--- src/rtl/sp_ram_arbiter.sv ---
// Round-robin arbiter sharing one single-port write-first BRAM between a write
// requester and a read requester, with a 2-entry credit-gated read response FIFO.
module sp_ram_arbiter #(
  parameter int WIDTH      = 16,
  parameter int DEPTH      = 1024,
  parameter int ADDR_WIDTH = 10
) (
  input  logic                  clk,
  input  logic                  rst,
  input  logic                  wr_valid,
  output logic                  wr_ready,
  input  logic [ADDR_WIDTH-1:0] wr_addr,
  input  logic [WIDTH-1:0]      wr_data,
  input  logic                  rd_req_valid,
  output logic                  rd_req_ready,
  input  logic [ADDR_WIDTH-1:0] rd_addr,
  output logic                  rd_data_valid,
  input  logic                  rd_data_ready,
  output logic [WIDTH-1:0]      rd_data,
  output logic                  ram_en,
  output logic                  ram_we,
  output logic [ADDR_WIDTH-1:0] ram_addr,
  output logic [WIDTH-1:0]      ram_di,
  input  logic [WIDTH-1:0]      ram_dout
);

  // Handshake: a transfer happens in any cycle where valid & ready are both high;
  // ready depends combinationally on valid, read credit and the priority pointer.

  localparam logic PRIO_WR = 1'b0;
  localparam logic PRIO_RD = 1'b1;

  if (DEPTH > (1 << ADDR_WIDTH)) begin : g_bad_cfg
    $error("sp_ram_arbiter: ADDR_WIDTH too small for DEPTH");
  end

  logic             prio_q, prio_d;
  logic             rd_pend_q, rd_pend_d;
  logic [1:0]       count_q, count_d;
  logic             rd_ptr_q, rd_ptr_d;
  logic             wr_ptr_q, wr_ptr_d;
  logic [WIDTH-1:0] mem_q [2];
  logic [WIDTH-1:0] mem_d [2];

  logic       push, pop;
  logic [2:0] credit;
  logic       rd_ok, rd_elig, wr_elig;
  logic       grant_wr, grant_rd;

  always_comb begin
    pop     = (count_q != 2'd0) & rd_data_ready;
    push    = rd_pend_q;
    // Outstanding responses after this cycle's pop; a new read needs a free slot.
    credit  = {1'b0, count_q} + {2'b00, rd_pend_q} - {2'b00, pop};
    rd_ok   = credit < 3'd2;
    rd_elig = rd_req_valid & rd_ok & ~rst;
    wr_elig = wr_valid & ~rst;

    grant_wr = wr_elig & (~rd_elig | (prio_q == PRIO_WR));
    grant_rd = rd_elig & (~wr_elig | (prio_q == PRIO_RD));

    prio_d = prio_q;
    if (grant_wr)      prio_d = PRIO_RD;
    else if (grant_rd) prio_d = PRIO_WR;

    rd_pend_d = grant_rd;

    mem_d[0] = mem_q[0];
    mem_d[1] = mem_q[1];
    wr_ptr_d = wr_ptr_q;
    rd_ptr_d = rd_ptr_q;
    if (push) begin
      mem_d[wr_ptr_q] = ram_dout;
      wr_ptr_d        = ~wr_ptr_q;
    end
    if (pop) rd_ptr_d = ~rd_ptr_q;
    count_d = count_q + {1'b0, push} - {1'b0, pop};
  end

  always_comb begin
    wr_ready      = grant_wr;
    rd_req_ready  = grant_rd;
    ram_en        = grant_wr | grant_rd;
    ram_we        = grant_wr;
    ram_addr      = grant_rd ? rd_addr : wr_addr;
    ram_di        = wr_data;
    rd_data_valid = (count_q != 2'd0);
    rd_data       = mem_q[rd_ptr_q];
  end

  always_ff @(posedge clk) begin
    if (rst) begin
      prio_q    <= PRIO_WR;
      rd_pend_q <= 1'b0;
      count_q   <= 2'd0;
      rd_ptr_q  <= 1'b0;
      wr_ptr_q  <= 1'b0;
    end else begin
      assert (!(push && !pop && (count_q == 2'd2)))
        else $error("sp_ram_arbiter: response FIFO overflow");
      prio_q    <= prio_d;
      rd_pend_q <= rd_pend_d;
      count_q   <= count_d;
      rd_ptr_q  <= rd_ptr_d;
      wr_ptr_q  <= wr_ptr_d;
      mem_q[0]  <= mem_d[0];
      mem_q[1]  <= mem_d[1];
    end
  end

endmodule

--- config.mk ---
export PLATFORM = sky130hd
export DESIGN_NAME = sp_ram_arbiter
export DESIGN_NICKNAME = d
export VERILOG_FILES = /design/src/rtl/sp_ram_arbiter.sv
export SDC_FILE = /design/constraint.sdc
export NUM_CORES = 1
export LEC_CHECK = 0
export ABC_AREA = 1
export CAP_MARGIN = 20
export CORE_AREA = 2 2 71 73
export DETAILED_ROUTE_END_ITERATION = 8
export DIE_AREA = 0 0 73 75
export GPL_TIMING_DRIVEN = 0
export PLACE_DENSITY = 0.82
export RECOVER_POWER = 100
export SLEW_MARGIN = 20
export SYNTH_ARGS = -nofsm -noshare
export SYNTH_HDL_FRONTEND = slang
export SYNTH_SLANG_ARGS = --single-unit
--- constraint.sdc ---
create_clock -name clk -period 5.15 [get_ports clk]
set_clock_uncertainty 0.1 [all_clocks]
set_input_delay 1.03 -clock clk [delete_from_list [all_inputs] [get_ports clk]]
set_output_delay 1.03 -clock clk [all_outputs]
set_load 0.05 [all_outputs]
==> metrics.cfg <==
[synth]
synth_edf_count = 32
synthArstFlopShare = 0
avgSynthCellArea_sq_um = 12.3
synth_cells = 150
synthDistinctLibCells = 20
ys_ff_latch = 39
synth_ff_type = edfxtp_1
ys_seq_area_frac = 0.598
synth_fp_nets = 210
synth_area_sq_mm = 0.00184
ys_warn_count = 0

[run_status]
outcome = completed

[sta]
finalHoldViolations = 0
setup_slack_ns = 0.183
slew_headroom = 0.0883
tightest_slew_ns = 1.36
clock.fmax_ghz = 0.201
rsz0062_at_grt = no
min_period_over_period = 0.964
fin_crit_ns = 4.97
drv_slew = 0
setup_viol = 0

[grt]
grt_max_degree = 17
grt-ovfl-total = 0
antenna_found_initial = 0
grt_pass1_vias = 1357
grt_pass1_wl_mm = 5.72
grt.total_usage = 0.139

[place]
hpwl_mm = 2.91
place_ws_ns = -0.0187
gp_congestion = 0.723
port_buffers = 86
placed_cell_area_sq_mm = 0.00280

[pwr]
ir_drop_mv = 0.254
power.internal_mw = 0.716
power.leakage_nw = 1.13
sw_frac_of_total = 0.426
seq_power_share = 0.311
clock_power_share = 0.194
power_mw = 1.25
switchingPower_mw = 0.532
combPwrFrac = 0.495
power.density_mw_per_mm2 = 444

[clocking]
cts_tree = built
root_buffer = clkbuf_8
post_cts_buffers = 0
insertion_delay_ns = 0.28
htree_levels = 2
clockBufferDepth = 2
cts_sinks = 39
clkTransAtPathRegs_ns = 0.07
holdBufCountCts = 0
numCtsBuffers = 5

[worst_setup_path]
critPathArrivalTime_ns = 3.84
rrSetupSlack_ns = 2.79
end_kind = primary output
critical_path_class = input pin to primary output
cp_data_required_time_ns = 4.02
r2r_end = prio_q$_SDFFE_PP0P_
worstSetupStartpointType = input pin
regToRegStartpoint = count_q[1]$_SDFF_PP0_
critPathMaxFanout = 5
rr_worst_depth = 12

[die]
dieArea_sq_mm = 0.00548
coreArea_sq_mm = 0.00466
dieHeight_um = 75
rows = 25
die_w_um = 73
start_util = 0.395
io-pin-count = 104

[final_layout]
layout_common_cells = dlygate4sd3_1, edfxtp_1, nand2_1
layout.cells.most_common = dlygate4sd3_1
nFillCells = 408
multi_input_area_sq_um = 505
drive_gt1_frac = 0.207
design_area_sq_mm = 0.00281
area_delta_synth_final_pct = 52.8
seqCellArea_sq_mm = 0.00110
antenna_cells = 0
nNetsFinal = 305
final_core_util = 0.603

[routing]
antenna_left = 0
dr.pass1.iters = 4
drt-initial-drc-count = 48
num_vias = 1378
drc = 0
wl_per_cell_um = 12.3
vias_per_cell = 4.59
drt-total-wl_mm = 3.68

[hold_path]
hp-class = flip-flop to flip-flop
min_to = wr_ptr_q$_SDFFE_PP0P_
hp-start = wr_ptr_q$_SDFFE_PP0P_
hold_path_depth = 2

[job]
cap_violations = 0

critical path, stage by stage:
cell and delay, ns:
clkdlybuf4s50_1 0.45, o21a_1 0.17, ha_1 0.24, inv_1 0.06
ha_1 0.13, inv_1 0.05, fa_1 0.50, nand2_1 0.09
nor2_4 0.12, nand3_4 0.11, inv_1 0.08, clkdlybuf4s50_1 0.81
area by class of cell:
class,count,share of cell area
plain buffers,24,0.0627
clock buffers,5,0.0245
clock inverters,3,0.0138
inverters,12,0.0169
multi-input cells,75,0.180
flip-flops and latches,39,0.391
well taps,54,0.0240
repair buffers,88,0.287
through the flow:
step	instances	setup TNS (ns)	hold WS (ns)
floorplan	150	0	0.342
global placement	290	0	0.350
detailed placement	292	-0.0389	0.366
CTS	300	0	0.377
global route	300	0	0.423
finish	300	0	0.378
worst max-delay path by stage:
stage	depth (start not counted)	slack, ns	start	endpoint
after floorplan	12	0.40	rd_data_ready	wr_ready
after global placement	13	0.02	rd_data_ready	ram_addr[4]
after detailed placement	13	-0.02	rd_data_ready	ram_addr[4]
after CTS	13	0.001	rd_data_ready	ram_addr[2]
after global routing	12	0.03	rd_data_ready	rd_req_ready
final	12	0.18	rd_data_ready	rd_req_ready
state kept, by name, summed over array words and instances, names as in the netlist, named ones only:
| signal | cells |
|---|---|
| push | 1 |
| count_q | 2 |
| prio_q | 1 |
| wr_ptr_q | 1 |
| mem_q | 32 |
| rd_ptr_q | 1 |
routing by layer:
layer,share of wire,track usage
met3,0.12,0.0669
met1,0.35,0.143
met4,0.017,0.0617
met5,0,0
met2,0.51,0.239
cell families (layout without fill, tap and decap cells):
kind of cell / Yosys count / in the layout / share of synthesized area
and+or+nand+nor: 53 / 53 / 0.143
buffers and inverters: 36 / 132 / 0.127
DFF: 39 / 39 / 0.598
muxes: 16 / 16 / 0.0979
adders and majority gates: 3 / 3 / 0.0245
AOI/OAI and AO/OA: 3 / 3 / 0.00951
synth_stat cells (all sizes together) (2+ instances only):
cell type,count,share of area
nand2,31,0.063
inv,12,0.026
edfxtp,32,0.52
nand3,2,0.019
nor2,8,0.020
dfxtp,7,0.076
mux2,16,0.098
nand4,10,0.034
buf,24,0.10
ha,2,0.014
repair_timing:
action | in CTS | in global routing
endpoints found under the setup margin | 4 | 9
cloned | 0 | 0
pin swaps | 0 | 0
resized for setup | 4 | 9
power by group through the flow:
stage               combinational [mW]  clock (mW)  sequential, mW
CTS                              0.672       0.248           0.388
detailed placement               0.677           0           0.395
global placement                 0.668           0           0.394
floorplan                        0.473           0           0.392
global route                     0.662       0.259           0.393
finish                           0.618       0.242           0.388
Power figures use the tool's default switching activity.
